## src/rtl/ps2_key_event_decoder.sv

```systemverilog
// PS/2 Set-2 key event decoder.
// Turns the raw byte stream (make codes, F0 break prefix, E0 extended
// prefix) into per-key held levels and single-cycle press pulses, with
// auto-repeat on left/right/down.
module ps2_key_event_decoder #(
  parameter int REPEAT_DELAY = 12500000,
  parameter int REPEAT_RATE  = 2500000
) (
  input  logic       CLOCK_50,
  input  logic       Resetn,
  input  logic [7:0] ps2_key_data,
  input  logic       ps2_key_pressed,
  output logic [8:0] key_pulse,
  output logic [8:0] key_held,
  output logic [7:0] last_code
);

  localparam int CNT_MAX = (REPEAT_DELAY > REPEAT_RATE) ? REPEAT_DELAY : REPEAT_RATE;
  localparam int CW      = $clog2(CNT_MAX + 1);

  typedef enum logic [1:0] {
    S_IDLE = 2'd0,
    S_EXT  = 2'd1,
    S_BRK  = 2'd2,
    S_EBRK = 2'd3
  } state_t;

  state_t        state_q, state_d;
  logic [8:0]    pulse_q, pulse_d;
  logic [8:0]    held_q, held_d;
  logic [7:0]    last_q, last_d;
  logic [1:0]    rep_sel_q, rep_sel_d;
  logic          rep_active_q, rep_active_d;
  logic [CW-1:0] cnt_q, cnt_d;

  logic          is_make, is_brk, is_ext;
  logic [4:0]    map_r;
  logic          map_hit;
  logic [3:0]    map_idx;

  // Key map: returns {hit, key index}; unmapped codes give hit=0.
  function automatic logic [4:0] map_key(input logic ext, input logic [7:0] code);
    logic [4:0] r;
    r = 5'd0;
    if (!ext) begin
      case (code)
        8'h1C: r = {1'b1, 4'd0};
        8'h23: r = {1'b1, 4'd1};
        8'h1B: r = {1'b1, 4'd2};
        8'h1D: r = {1'b1, 4'd3};
        8'h5A: r = {1'b1, 4'd4};
        8'h66: r = {1'b1, 4'd5};
        8'h16: r = {1'b1, 4'd6};
        8'h1E: r = {1'b1, 4'd7};
        8'h26: r = {1'b1, 4'd8};
        default: r = 5'd0;
      endcase
    end else begin
      case (code)
        8'h6B: r = {1'b1, 4'd0};
        8'h74: r = {1'b1, 4'd1};
        8'h72: r = {1'b1, 4'd2};
        8'h75: r = {1'b1, 4'd3};
        8'h5A: r = {1'b1, 4'd4};
        default: r = 5'd0;
      endcase
    end
    return r;
  endfunction

  // Parser next state; flags whether this strobe completes a make or break.
  always_comb begin
    state_d = state_q;
    is_make = 1'b0;
    is_brk  = 1'b0;
    is_ext  = 1'b0;
    if (ps2_key_pressed) begin
      case (state_q)
        S_IDLE: begin
          if (ps2_key_data == 8'hE0)      state_d = S_EXT;
          else if (ps2_key_data == 8'hF0) state_d = S_BRK;
          else                            is_make = 1'b1;
        end
        S_EXT: begin
          if (ps2_key_data == 8'hF0)      state_d = S_EBRK;
          else if (ps2_key_data == 8'hE0) state_d = S_EXT;
          else begin
            is_make = 1'b1;
            is_ext  = 1'b1;
            state_d = S_IDLE;
          end
        end
        S_BRK: begin
          is_brk  = 1'b1;
          state_d = S_IDLE;
        end
        default: begin
          is_brk  = 1'b1;
          is_ext  = 1'b1;
          state_d = S_IDLE;
        end
      endcase
    end
  end

  assign map_r   = map_key(is_ext, ps2_key_data);
  assign map_hit = map_r[4];
  assign map_idx = map_r[3:0];

  // Key levels, press pulses and auto-repeat; a new repeatable press
  // overrides a coinciding repeat reload, but the repeat pulse still fires.
  always_comb begin
    pulse_d      = 9'd0;
    held_d       = held_q;
    last_d       = last_q;
    rep_sel_d    = rep_sel_q;
    rep_active_d = rep_active_q;
    cnt_d        = cnt_q;

    if (rep_active_q) begin
      if (cnt_q == '0) begin
        pulse_d[rep_sel_q] = 1'b1;
        cnt_d              = CW'(REPEAT_RATE - 1);
      end else begin
        cnt_d = cnt_q - 1'b1;
      end
    end

    if (is_make && map_hit) begin
      last_d = ps2_key_data;
      if (!held_q[map_idx]) begin
        held_d[map_idx]  = 1'b1;
        pulse_d[map_idx] = 1'b1;
        if (map_idx < 4'd3) begin
          rep_sel_d    = map_idx[1:0];
          rep_active_d = 1'b1;
          cnt_d        = CW'(REPEAT_DELAY - 1);
        end
      end
    end

    if (is_brk && map_hit) begin
      held_d[map_idx] = 1'b0;
      if (rep_active_q && (map_idx < 4'd3) && (map_idx[1:0] == rep_sel_q))
        rep_active_d = 1'b0;
    end
  end

  // State registers with synchronous active-low reset.
  always_ff @(posedge CLOCK_50) begin
    if (!Resetn) begin
      state_q      <= S_IDLE;
      pulse_q      <= 9'd0;
      held_q       <= 9'd0;
      last_q       <= 8'h00;
      rep_sel_q    <= 2'd0;
      rep_active_q <= 1'b0;
      cnt_q        <= '0;
    end else begin
      state_q      <= state_d;
      pulse_q      <= pulse_d;
      held_q       <= held_d;
      last_q       <= last_d;
      rep_sel_q    <= rep_sel_d;
      rep_active_q <= rep_active_d;
      cnt_q        <= cnt_d;
    end
  end

  assign key_pulse = pulse_q;
  assign key_held  = held_q;
  assign last_code = last_q;

endmodule

```

## config.mk

```make
export PLATFORM = sky130hd
export DESIGN_NAME = ps2_key_event_decoder
export DESIGN_NICKNAME = d
export VERILOG_FILES = /design/src/rtl/ps2_key_event_decoder.sv
export SDC_FILE = /design/constraint.sdc
export NUM_CORES = 1
export LEC_CHECK = 0
export BUFFER_PORTS_ARGS = -buffer_cell sky130_fd_sc_hd__clkbuf_2
export CAP_MARGIN = 20
export CORE_AREA = 3 3 85 87
export CTS_BUF_LIST = sky130_fd_sc_hd__clkbuf_4 sky130_fd_sc_hd__clkbuf_8
export CTS_CLUSTER_DIAMETER = 200
export DETAILED_ROUTE_END_ITERATION = 10
export DIE_AREA = 0 0 88 90
export PLACE_DENSITY = 0.68
export SLEW_MARGIN = 10
export SYNTH_ARGS = -nofsm -noshare
export SYNTH_HDL_FRONTEND = slang
export SYNTH_SLANG_ARGS = --single-unit
```

## constraint.sdc

```tcl
create_clock -name CLOCK_50 -period 4.1 [get_ports CLOCK_50]
set_input_delay 0.41 -clock CLOCK_50 [delete_from_list [all_inputs] [get_ports CLOCK_50]]
set_output_delay 0.41 -clock CLOCK_50 [all_outputs]
set_load 0.03 [all_outputs]
```

**Word level (Yosys, flattened, before mapping)**

Cells that the tools add are included.

- Add/sub/neg operators: 1
- Magnitude comparators: 5
- Eq/ne operators: 19
- Multiplexer cells: 41
- Bitwise gates (word level): 5
- Reductions and logical operators: 12

Operators by type and width:

| operator | number |
|---|---|
| $mux 24 | 5 |
| $eq 8x7->1 const B | 6 |
| $mux 9 | 5 |
| $pmux 5 s9 | 1 |
| $eq 8x5->1 const B | 5 |
| $pmux 5 s5 | 1 |
| $logic_not 24->1 | 1 |
| $sub 24x1->24 const B | 1 |
| $or 9x9->9 | 2 |
| $mux 1 | 17 |
| $eq 8x6->1 const B | 2 |
| $eq 8x8->1 const B | 2 |
| $and 9x9->9 | 1 |
| $not 9->9 | 1 |
| $mux 4 | 2 |
| $logic_and 1x1->1 | 6 |
| $mux 2 | 3 |
| $lt 2x5->1 const B | 1 |
| $lt 4x5->1 const B | 1 |
| $mux 5 | 1 |
| $bmux 1 s4 | 1 |
| $demux 1 s4 | 1 |
| $ge 4x1->1 const B | 1 |
| $lt 4x2->1 const B | 1 |
| other kinds (13) | 15 |

- Flip-flop bits (word level): 55
- Bits of input ports: 11
- Output and inout bits: 26
- Word-level logic and storage cells: 90

**Depth between registers and ports, before layout**

Gate-level depths: netlist of the first run.

- Depth in word-level cells: 15
- Gate-level depth with buffers: 10
- Gate-level depth less buffers: 9

**Worst setup path before layout of the first run**

Ideal clock, no wire load.

- Path kind: input -> register
- Start: input port ps2_key_data[1]
- End: register held_q[4] (netlist: key_held[4])
- Setup time: 0.130 ns
- Arrival: 2.412 ns
- Data required time: 3.970 ns
- Setup slack: 1.559 ns
- Stages: 7
- Path buffers: 0
- Cells stage by stage: nand4bb_2 > o41a_1 > nor4_2 > or2_2 > mux2_2 > o2111a_1 > a2bb2oi_1

- Cells in the longest elaborated chain, start to end: 15
- Elaborated cells between the ends (all ways): 41
- Those cells by class: order compare (2); eq/ne (15); mux (18); bitwise (3); reduce/logical (3)

Ends and longest elaborated chain:

| item | RTL line | RTL |
|---|---|---|
| start, declared | 11 | `input logic [7:0] ps2_key_data,` |
| $eq 8x8->1 | 80, 86 |  |
| $mux 1 | 86 | `else if (ps2_key_data == 8'hE0) state_d = S_EXT;` |
| $mux 1 | 85 | `if (ps2_key_data == 8'hF0) state_d = S_EBRK;` |
| $pmux 1 s2 | 78 | `case (state_q)` |
| $mux 1 | 77 | `if (ps2_key_pressed) begin` |
| $mux 5 | 45 | `if (!ext) begin` |
| $lt 4x5->1 (not written as such) / $ge 4x1->1 (equally long branches) | 132, 143 |  |
| $logic_and 1x1->1 (not written as such) | 132, 143 |  |
| $mux 1 (not written as such) | 132, 143 |  |
| $demux 1 s4 | 132, 143 |  |
| $or 9x9->9 (no line) | - |  |
| $mux 9 | 131 | `if (!held_q[map_idx]) begin` |
| $mux 9 | 129 | `if (is_make && map_hit) begin` |
| $and 9x9->9 (no line) | - |  |
| $mux 9 (*) | 142 | `if (is_brk && map_hit) begin` |
| end signal, assigned | 162 | `held_q <= held_d;` |
| end, declared | 30 | `logic [8:0] held_q, held_d;` |

Every way passes the cells marked *; elsewhere a longest branch is shown, timed or not. The select of a mux whose other input is x is not followed.
A chain may end at the register's enable or synchronous reset.

**Final worst setup path of the first run**

- Start: input port ps2_key_data[2]
- End: register cnt_q[3]

- Cells in the longest elaborated chain, start to end: 10
- Elaborated cells between the ends (all ways): 33
- Those cells by class: order compare (1); eq/ne (15); mux (16); reduce/logical (1)

Ends and longest elaborated chain:

| item | RTL line | RTL |
|---|---|---|
| $eq 8x8->1 | 80, 86 |  |
| $mux 1 | 86 |  |
| $mux 1 | 85 |  |
| $pmux 1 s2 | 78 |  |
| $mux 1 | 77 |  |
| $mux 5 | 45 |  |
| $lt 4x2->1 / $bmux 1 s4 (equally long branches) | 134, 131 |  |
| $mux 24 / $mux 1 (equally long branches) | 134, 131 |  |
| $mux 24 | 131 |  |
| $mux 24 (*) | 129 |  |
| end signal, assigned | 166 | `cnt_q <= cnt_d;` |
| end, declared | 34 | `logic [CW-1:0] cnt_q, cnt_d;` |

Marks and branches as above.

==> results.ini, run 1 <==
[die]
die_area_um2 = 7920
fp.dieH_um = 90
io_pins = 37
start_util_pct = 45.2
coreArea_um2 = 6420
fp.dieW_um = 88
num_rows = 29

[synth]
synth_edf_count = 0
synthCells = 332
ys.flop_type = dfxtp_1
yosys.area_share.simple_pct = 28.4
yosysWarnings = 0
synth_cell_types = 69
syn_avg_cell_area_um2 = 8.74
synth_top_family_by_area = simple AND/OR/NAND/NOR gates
synthXorXnorAreaFrac_pct = 6.94
syn_nets = 344
synthMuxAreaShare_pct = 3.49
netlist_area_um2 = 2900
async_flop_share_pct = 0
synth_compound_area_share_pct = 18.4
ys_seq_area_share_pct = 37.9
ys_ff_latch = 55
synth_fa_ha_area_share_pct = 0.431

[worst_setup_path]
reg2reg_depth = 6
r2r-start = cnt_q[3]
rr_endpoint = key_pulse[0]
required_ns = 4.27
reg2reg_setup_slack_ns = 1.36
path_buf_inv = 1
max_stage_delay_ns = 0.66
critPathMaxFanout = 17
worstSetupEndpointType = register
worstPathArrival_ns = 2.97
critical_path_class = in2reg
cp_top_family = compound AO/OA/AOI/OAI gates
crit_slowest_cell = o21ai_2
start_kind = input port
crit_chain = clkbuf_2 -> or3b_1 -> a2111o_1 -> o2bb2ai_2 -> a22oi_2 -> o21ai_2 -> a31oi_1

[place]
dp.final_hpwl_um = 4750
gp_congestion = 0.859
port_buffers = 36

[global_routing]
grt_pass1_wl_um = 11200
track_usage_pct = 17.3
grt_max_degree = 39
antenna_found_initial = 0
grt-ovfl-total = 0
grt_pass1_vias = 2337

[cts]
cts_sinks = 55
cts_resized = 0
cts.htree.levels = 2
cts_buffers = 5
clock_latency_ns = 0.32
clkTransAtPathRegs_ns = 0.11
clockRootBuffer = clkbuf_8
cts_hold_buf = 0
cts_tree = done
clock_path_buffers = 2
cts_setup_buffers = 0

[timing]
hold_violations = 0
post-route-min-period_ns = 2.79
setup_viol = 0
fmax_ghz = 0.358
slew_headroom_pct = 49.1
fin_crit_sh_pct = 68.1
fin_worst_skew_ns = 0.0142
timing.final.max_slew_violations = 0
rsz0062_at_grt = no
tightestPinTransition_ns = 0.756
setup_tns_ns = 0

[min_path]
hp-class = in2reg
hold_depth = 3
hold_start = ps2_key_pressed
whs_endpoint = state_q[1]

[layout]
n_fill_cell = 607
seqCellArea_um2 = 1100
multi_input_area_um2 = 1670
finalNetCount = 370
area_growth_pct = 9.96
antennaDiodeCount = 0
drive_gt1_share_pct = 20.3

[routing]
vias = 2473
antenna_left = 0
vias_per_cell = 5.67
drcViolationCount = 0
wirelength_um = 6580
post_drt_wl_per_cell_um = 15.1
drt_first_pass_iters = 4
detail_route.iter0.violations = 93

[power]
p_per_area_nw_per_um2 = 333
ir_worst_vdd_v = 0.000164
p_leak_nw = 1.15
total_power_mw = 1.06

[status]
status = complete, no violations

[job]
drv_cap = 0

-- how the worst max path moves through the flow --
stage / depth (start not counted) / slack, ns / endpoint / start
after detailed placement: 7 / 0.98 / cnt_q[3] / ps2_key_data[2]
after global routing: 8 / 1.12 / cnt_q[21] / ps2_key_data[1]
after global placement: 7 / 1.07 / cnt_q[13] / ps2_key_data[2]
after floorplan: 7 / 1.56 / key_held[4] / ps2_key_data[1]
after CTS: 7 / 1.33 / cnt_q[3] / ps2_key_data[2]
final: 7 / 1.31 / cnt_q[3] / ps2_key_data[2]
-- cell type report --
type                       instances  area share, %
clock inverter                     2          0.510
multi-input combinational        250           52.4
tap                               77           3.02
clock buffer                       6           2.39
inverter                           7          0.823
sequential                        55           34.5
timing repair buffer              39           6.35
-- tightest hold or removal path, delay by kind of cell --
family	cells	cell delay [ns]
buf+inv	1	0.12
simple gates	1	0.09
compound gates	1	0.06
-- sequential cells by signal, indices dropped and copies added (netlist names) --
name / count
last_code: 8
rep_active_q: 1
rep_sel_q: 2
state_q: 2
key_held: 9
cnt_q: 24
key_pulse: 9
-- stage by stage --
| stage | area [um^2] | setup WS (ns) | instances | utilization [%] | hold WS, ns |
|---|---|---|---|---|---|
| 2_1_floorplan | 2900 | 1.56 | 332 | - | 0.470 |
| 3_3_place_gp | 3100 | 1.07 | 428 | 48.3 | 0.418 |
| 3_5_place_dp | 3100 | 0.982 | 428 | 48.3 | 0.422 |
| 4_1_cts | 3190 | 1.33 | 436 | 49.7 | 0.398 |
| 5_1_grt | 3190 | 1.12 | 436 | 49.7 | 0.451 |
| 6_report | 3190 | 1.31 | 436 | 49.7 | 0.409 |
-- Yosys cell counts, types with 3 or more instances --
cell / instances / area (um^2)
buf_2: 7 / 35.0
o21a_1: 4 / 30.0
dfxtp_1: 55 / 1100
nand2_1: 26 / 97.6
a41oi_1: 3 / 26.3
or3_1: 9 / 56.3
nand3b_1: 7 / 52.6
or4_1: 4 / 30.0
a21oi_1: 20 / 100
nand4b_1: 3 / 26.3
nor4_1: 10 / 62.6
mux2i_1: 9 / 90.1
xor2_1: 7 / 61.3
o221a_2: 4 / 45.0
nand4_1: 3 / 18.8
nor3_1: 14 / 70.1
a31oi_1: 5 / 31.3
clkbuf_1: 10 / 37.5
o21ai_0: 7 / 35.0
nand2b_1: 5 / 31.3
and2_1: 4 / 25.0
inv_1: 7 / 26.3
xnor2_1: 16 / 140
nand3_1: 3 / 15.0
nor2_1: 38 / 143
-- power by group --
group	leakage (nW)	switching [mW]	internal, mW
clock	0.0452	0.182	0.130
combinational	0.657	0.104	0.0723
sequential	0.445	0.0196	0.556
-- routing by layer --
layer | global-route usage [%] | wire (um)
met5 | 0 | 0
met4 | 5.75 | 99
met3 | 3.29 | 223
met2 | 27.4 | 3090
met1 | 23.4 | 3170
-- logic make-up after synthesis --
logic type	count (synthesis)
compound gates	69
xor+xnor	23
fa+ha+maj	1
buf+inv	27
flops	55
mux	10
simple gates	147
-- layout by cell type, fill, tap and decap left out, types with 2 or more instances in the layout --
cell      count
and3b_1       2
o221a_2       4
nor3_2        2
nand2b_1      5
inv_1         7
nand4_1       3
mux2i_1       9
xnor2_1      16
o21a_1        4
a31oi_1       5
nand3_1       3
nor4_2        2
a41oi_1       3
nor3_1       14
a21oi_1      20
a211oi_1      2
clkbuf_8      5
nor4_1       10
nor2_1       38
dfxtp_1      55
or2_2         2
nand3b_1      7
nand4b_1      3
or4b_1        2
buf_4         3
or4_1         4
and2_1        4
or3_1         9
o21ai_0       7
or3b_1        2
clkbuf_2     36
nand2_1      26
xor2_1        7
No activity file was read; power rests on OpenSTA's default activity.
==> inputs of run 2 (changes only) <==
Settings changed: ABC_AREA set to 1, CORE_AREA 3 3 85 87 to 3 3 88 90, DIE_AREA 0 0 88 90 to 0 0 91 93.
Clock period 4.1 ns to 2.8 ns, I/O delays scaled along.
==> run 2 against run 1 <==
- clock power grew 75%
- critical path type is now reg2reg
- sequential share of layout area is 3.1 points lower
- cell area is 10% higher
- count of clock-buffer cells in the layout stayed put
- first-iteration DRC count up 83%
- critical endpoint is now cnt_q[23]
- worst hold slack worse by 0.14 ns
- power grew 47%
- highest routed layer unchanged
- clock skew increased by 0.0018 ns
- synthesized cell count rose by 34%
- sequential cell count unchanged
- register-to-register slack got worse by 0.81 ns
==> results.ini, run 2 <==
[global_routing]
grt_pass1_vias = 2683  ; +15%
antenna_found_initial = 0  ; unchanged
track_usage_pct = 17.4  ; +0.057 points
grt-ovfl-total = 0  ; unchanged
grt_max_degree = 21  ; -46%
grt_pass1_wl_um = 12200  ; +9.0%

[worst_setup_path]
critical_path_class = reg2reg
r2r-start = rep_active_q
start_kind = register
reg2reg_depth = 10  ; +4
crit_path_end = cnt_q[23]
cp-startpoint = rep_active_q
critPathMaxFanout = 5  ; -12
worstSetupEndpointType = register
reg2reg_setup_slack_ns = 0.55  ; -0.81 ns
required_ns = 3.00  ; -1.27 ns
worstPathArrival_ns = 2.46  ; -0.51 ns
rr_endpoint = cnt_q[23]

[synth]
ys_seq_area_share_pct = 35.3  ; -2.6 points
synth_top_area_cell = dfxtp_1
ys.flop_type = dfxtp_1
synth_top_area_share_pct = 35.3  ; -2.6 points
yosysWarnings = 0  ; unchanged
synth_edf_count = 0  ; unchanged
syn_nets = 456  ; +33%
synth.most_common_cell = nand2_1
synthCells = 444  ; +34%
synth_cell_types = 38  ; -45%
syn_avg_cell_area_um2 = 7.03  ; -20%
netlist_area_um2 = 3120  ; +7.5%
synth_commonest_cells = 72 x nand2_1, 55 x dfxtp_1, 55 x inv_1, 55 x nor2_1, 37 x nand3_1
synth_area_leaders = dfxtp_1 35%, nand2_1 8.7%, inv_1 6.6%, nor2_1 6.6%, nand3_1 5.9%
async_flop_share_pct = 0  ; unchanged
ys_ff_latch = 55  ; unchanged

[cts]
cts_buffers = 5  ; unchanged
clockRootBuffer = clkbuf_8
cts.htree.levels = 2  ; unchanged
clkTransAtPathRegs_ns = 0.10  ; about the same
cts_sinks = 55  ; unchanged
cts_tree = done
cts_setup_buffers = 0  ; unchanged
clock_latency_ns = 0.31  ; about the same
clock_path_buffers = 2  ; unchanged
cts_resized = 0  ; unchanged
cts_hold_buf = 0  ; unchanged

[power]
pwr-share-seq_pct = 52.4  ; -1.7 points
power_frac_comb_pct = 12.5  ; -4.0 points
power.switching_uw = 414  ; +36%
p_leak_nw = 1.64  ; +43%
internal_power_mw = 1.15  ; +51%
p_per_area_nw_per_um2 = 445  ; +34%
ir_worst_vdd_v = 0.000207  ; +26%
pwr-share-clk_pct = 35.0  ; +5.7 points
swShare_pct = 26.5  ; -2.2 points

[place]
dp.final_hpwl_um = 5590  ; +18%
port_buffers = 36  ; unchanged
dp_slack_ns = 0.352  ; -0.630 ns
gp_congestion = 0.956  ; +11%

[timing]
hold_violations = 0  ; unchanged
post-route-min-period_ns = 2.25
fmax_ghz = 0.444
timing.final.max_slew_violations = 0  ; unchanged
setup_viol = 0  ; unchanged
fin_worst_skew_ns = 0.0160  ; +0.00184 ns
setup_tns_ns = 0  ; unchanged
layout_setup_ws_ns = 0.547  ; -0.759 ns
slew_headroom_pct = 54.4  ; +5.3 points
tightestPinTransition_ns = 0.683  ; -0.0733 ns
fin_crit_sh_pct = 80.4
rsz0062_at_grt = no
hold_ws_ns = 0.267  ; -0.142 ns

[job]
drv_cap = 0  ; unchanged

[die]
num_rows = 31  ; +6.9%
io_pins = 37  ; unchanged
fp.dieH_um = 93  ; +3.3%
die_area_um2 = 8460  ; +6.9%
start_util_pct = 43.7  ; -1.5 points
coreArea_um2 = 7140  ; +11%
fp.dieW_um = 91  ; +3.4%

[routing]
post_drt_wl_per_cell_um = 12.3  ; -18%
detail_route.iter0.violations = 170  ; +83%
vias_per_cell = 4.89  ; -14%
vias = 2846  ; +15%
wirelength_um = 7160  ; +8.8%
antenna_left = 0  ; unchanged
drcViolationCount = 0  ; unchanged
drt_first_pass_iters = 4  ; unchanged

[layout]
layout_common_cells = 72 x nand2_1, 55 x inv_1, 55 x nor2_1, 55 x dfxtp_1, 37 x nand3_1
area_growth_pct = 12.5
drive_gt1_share_pct = 19.7  ; -0.67 points
regMostFlops = cnt_q
largest_reg_flops = 24  ; unchanged
finalNetCount = 494  ; +34%
antennaDiodeCount = 0  ; unchanged
final_common_cell = nand2_1

[min_path]
hp-class = in2reg

[status]
status = complete, no violations

[run 2: cell count changes in the layout (fill, tap and decap cells not counted), sizes merged, moves of 7 or more]
cell / delta
inv: +59
mux2i: -9
nand2: +71
nand3: +37
nand3b: -7
nor2: +20
o21ai: +16
or3: -9
xnor2: -10
[run 2: worst max-delay path, cell delays in order (launching register included)]
cell	delay, ns
dfxtp_1	0.40
inv_2	0.08
nor2_1	0.12
nand2_1	0.15
nor3_2	0.24
and3_1	0.27
nand2_1	0.09
nor4_1	0.43
nand3_1	0.14
nand3_1	0.17
nand2_4	0.05
[run 2: worst min-delay path by stage]
stage | startpoint | endpoint | slack [ns] | depth (start not counted)
6_report | ps2_key_data[6] | last_code[6] | 0.27 | 3
3_5_place_dp | last_code[7] | last_code[7] | 0.46 | 2
3_3_place_gp | last_code[7] | last_code[7] | 0.45 | 2
5_1_grt | ps2_key_data[6] | last_code[6] | 0.28 | 3
2_1_floorplan | ps2_key_data[4] | last_code[4] | 0.42 | 2
4_1_cts | ps2_key_data[6] | last_code[6] | 0.26 | 3
[run 2: final cells by class]
cell class	count	area [um^2]
flip-flops and latches	55	1100
fillers	746	3630
clock buffers	6	76.3
clock inverters	2	38.8
repair buffers	38	195
inverters	67	259
well taps	99	124
multi-input cells	315	1720
[run 2: through the flow]
| stage | utilization, % | std cells | total power, mW | area, um^2 |
|---|---|---|---|---|
| after floorplan | - | 444 | 0.982 | 3120 |
| after global placement | 47.6 | 574 | 1.03 | 3390 |
| after detailed placement | 47.6 | 574 | 1.03 | 3390 |
| after CTS | 49.2 | 582 | 1.58 | 3510 |
| after global routing | 49.2 | 582 | 1.63 | 3510 |
| final | 49.2 | 582 | 1.56 | 3510 |
[run 2: routing by layer]
| layer | track usage, % | wire, um | part of all wire (%) | up-vias |
|---|---|---|---|---|
| li1 | - | - | - | 1520 |
| met1 | 22.2 | 3430 | 48 | 1270 |
| met2 | 30.0 | 3410 | 48 | 45 |
| met3 | 2.82 | 195 | 2.7 | 11 |
| met4 | 5.53 | 133 | 1.9 | 0 |
| met5 | 0 | 0 | 0 | - |
[run 2: cells by family after synthesis]
family | after synthesis | synth area share [%]
compound gates | 62 | 12.1
buf+inv | 74 | 9.71
simple gates | 236 | 38.0
flops | 55 | 35.3
fa+ha+maj | 1 | 0.401
xor+xnor | 16 | 4.49
[run 2: power by group through the flow]
stage / registers (mW) / clock network [mW] / logic (mW)
floorplan: 0.838 / 0 / 0.143
global placement: 0.837 / 0 / 0.195
detailed placement: 0.837 / 0 / 0.195
CTS: 0.819 / 0.561 / 0.196
global route: 0.822 / 0.586 / 0.222
finish: 0.819 / 0.546 / 0.196
==> inputs of run 3 (changes only) <==
Settings changed: ABC_AREA 1 to 0, CORE_AREA 3 3 88 90 to 3 3 85 87, DIE_AREA 0 0 91 93 to 0 0 88 90.
Clock period 2.8 ns to 2.1 ns, I/O delays scaled along.
==> run 3 against run 2 <==
- the flow now finishes with violations (setup timing)
- sequential cell count unchanged
- clock skew down 0.0039 ns
- global-route usage up 1.8 points
- worst setup slack worse by 0.59 ns
- critical path depth unchanged
- sequential share of layout area down 4.5 points
- count of clock-buffer cells in the layout unchanged
- via count up 1.4%
- non-clock buffer count up 84
- utilization up 15 points
- critical endpoint is now cnt_q[5]
- largest cell class unchanged
==> results.ini, run 3 (synthesized netlist as in run 1, its figures left out) <==
[status]
status = complete, but fails checks
violations = setup timing

[min_path]
hp-class = in2reg
hold_depth = 4  ; +1

[worst_setup_path]
reg2reg_setup_slack_ns = -0.03  ; -0.58 ns
reg2reg_depth = 6  ; -4
path_buf_inv = 3  ; +2
critPathMaxFanout = 9  ; +4
crit_slowest_cell = a2111o_1
max_stage_delay_ns = 0.52  ; +0.09 ns
crit_chain = buf_6 -> buf_6 -> or3b_4 -> a2111o_1 -> nor2_4 -> nor3_2 -> and2_4 -> o21a_1 -> buf_12 -> a2111oi_2
cp_top_family = compound AO/OA/AOI/OAI gates
worstSetupEndpointType = register
start_kind = input port
required_ns = 2.32  ; -0.68 ns
cp_common_cell = buf_6
path_depth = 10  ; unchanged
worstPathArrival_ns = 2.36  ; -0.10 ns
critical_path_class = in2reg

[routing]
drcViolationCount = 0  ; unchanged
antenna_left = 0  ; unchanged
detail_route.iter0.violations = 102  ; -40%
vias = 2886  ; +1.4%
drt_first_pass_iters = 4  ; unchanged
wirelength_um = 8030  ; +12%
post_drt_wl_per_cell_um = 15.5  ; +26%
vias_per_cell = 5.56  ; +14%

[timing]
setup_tns_ns = -0.156  ; -0.156 ns
fin_crit_sh_pct = 102
slew_headroom_pct = 52.1  ; -2.3 points
post-route-min-period_ns = 2.14
timing.final.max_slew_violations = 0  ; unchanged
hold_violations = 0  ; unchanged
rsz0062_at_grt = yes
fmax_ghz = 0.468
layout_setup_ws_ns = -0.0389  ; -0.586 ns
setup_viol = 9  ; +9
tightestPinTransition_ns = 0.718  ; +0.0352 ns
fin_worst_skew_ns = 0.0122  ; -0.00386 ns

[power]
ir_worst_vdd_v = 0.000400  ; +93%
pwr-share-seq_pct = 48.8  ; -3.6 points
pwr-share-clk_pct = 26.5  ; -8.5 points
power.switching_uw = 664  ; +60%
p_leak_nw = 1.64  ; +0.33%
internal_power_mw = 1.63  ; +42%
swShare_pct = 29.0  ; +2.4 points
power_frac_comb_pct = 24.8  ; +12 points
p_per_area_nw_per_um2 = 558  ; +25%

[cts]
clockRootBuffer = clkbuf_8
cts_tree = done
cts_hold_buf = 0  ; unchanged
cts_buffers = 5  ; unchanged
cts_sinks = 55  ; unchanged
cts.htree.levels = 2  ; unchanged
clock_path_buffers = 2  ; unchanged
clkTransAtPathRegs_ns = 0.10  ; about the same
clock_latency_ns = 0.32  ; about the same

[place]
dp_slack_ns = -0.415  ; -0.767 ns
place_area_um2 = 3690  ; +8.8%
dp.final_hpwl_um = 5570  ; -0.36%
port_buffers = 36  ; unchanged
gp_congestion = 0.862  ; -9.9%

[layout]
largest_reg_flops = 24  ; unchanged
finalNetCount = 453  ; -8.3%
n_fill_cell = 513  ; -31%
final_util_pct = 63.9  ; +15 points
regMostFlops = cnt_q
antennaDiodeCount = 0  ; unchanged
area_growth_pct = 41.4
fin_area_um2 = 4100  ; +17%
drive_gt1_share_pct = 42.1  ; +22 points
layout_common_cells = 77 x buf_4, 55 x dfxtp_1, 37 x nor2_1
final_common_cell = buf_4

[die]
num_rows = 29  ; -6.5%
die_area_um2 = 7920  ; -6.4%
coreArea_um2 = 6420  ; -10%
io_pins = 37  ; unchanged
fp.dieW_um = 88  ; -3.3%
start_util_pct = 45.2  ; +1.5 points
fp.dieH_um = 90  ; -3.2%

[global_routing]
track_usage_pct = 19.2  ; +1.8 points
grt-ovfl-total = 0  ; unchanged
grt_max_degree = 23  ; +9.5%
grt_pass1_wl_um = 12700  ; +4.5%
grt_pass1_vias = 2854  ; +6.4%
antenna_found_initial = 0  ; unchanged

[job]
drv_cap = 0  ; unchanged

run 3: changes by cell type in the layout (fill, tap and decap cells not counted), moves of 8 or more:
cell / previous run / this run
nor3_1: 20 / 11
o21ai_0: 21 / 6
nor2_1: 55 / 37
nand2_4: 10 / 0
buf_4: 2 / 77
inv_2: 8 / 0
nand2_1: 72 / 24
xnor2_1: 6 / 16
nand2_2: 15 / 2
buf_6: 0 / 9
mux2i_1: 0 / 9
inv_1: 55 / 7
nand3_1: 37 / 3
run 3: worst paths after layout:
path,start,end
setup reg to reg,cnt_q[3],key_pulse[0]
setup / recovery,ps2_key_data[1],cnt_q[5]
hold reg to reg,last_code[7],last_code[7]
hold / removal,ps2_key_data[4],last_code[4]
run 3: power groups by stage:
stage	registers (mW)	clock network (mW)	logic (mW)
floorplan	1.15	0	0.298
global placement	1.14	0	0.485
detailed placement	1.14	0	0.497
CTS	1.12	0.621	0.520
global route	1.12	0.653	0.613
finish	1.12	0.606	0.567
run 3: worst min-delay path: cells and delay by family:
family	cells	cell delay, ns
buf+inv	2	0.21
mux	1	0.06
simple gates	1	0.07
run 3: metal layers:
layer	share of wire [%]	track usage, %
met2	50	32.6
met1	43	24.1
met5	0	0
met4	2.0	7.03
met3	4.5	2.83
run 3: repair_timing:
item	in CTS	in global routing
gates resized for setup	12	40
buffers inserted	2	6
hold endpoints to repair	0	0
setup endpoints to repair	31	47
pin swaps	4	15
cloned	0	2
run 3: final cells by class:
| class | count | area [um^2] | area share (%) |
|---|---|---|---|
| multi-input cells | 250 | 1880 | 45.9 |
| well taps | 77 | 96.3 | 2.35 |
| flip-flops and latches | 55 | 1100 | 26.8 |
| clock inverters | 2 | 12.5 | 0.305 |
| repair buffers | 122 | 910 | 22.2 |
| inverters | 7 | 26.3 | 0.640 |
| clock buffers | 6 | 76.3 | 1.86 |
run 3: metrics by stage:
step / total power, mW / hold WS, ns / std cells
CTS: 2.26 / 0.291 / 511
floorplan: 1.45 / 0.357 / 332
detailed placement: 1.64 / 0.439 / 501
finish: 2.29 / 0.275 / 519
global placement: 1.62 / 0.419 / 501
global route: 2.39 / 0.320 / 519
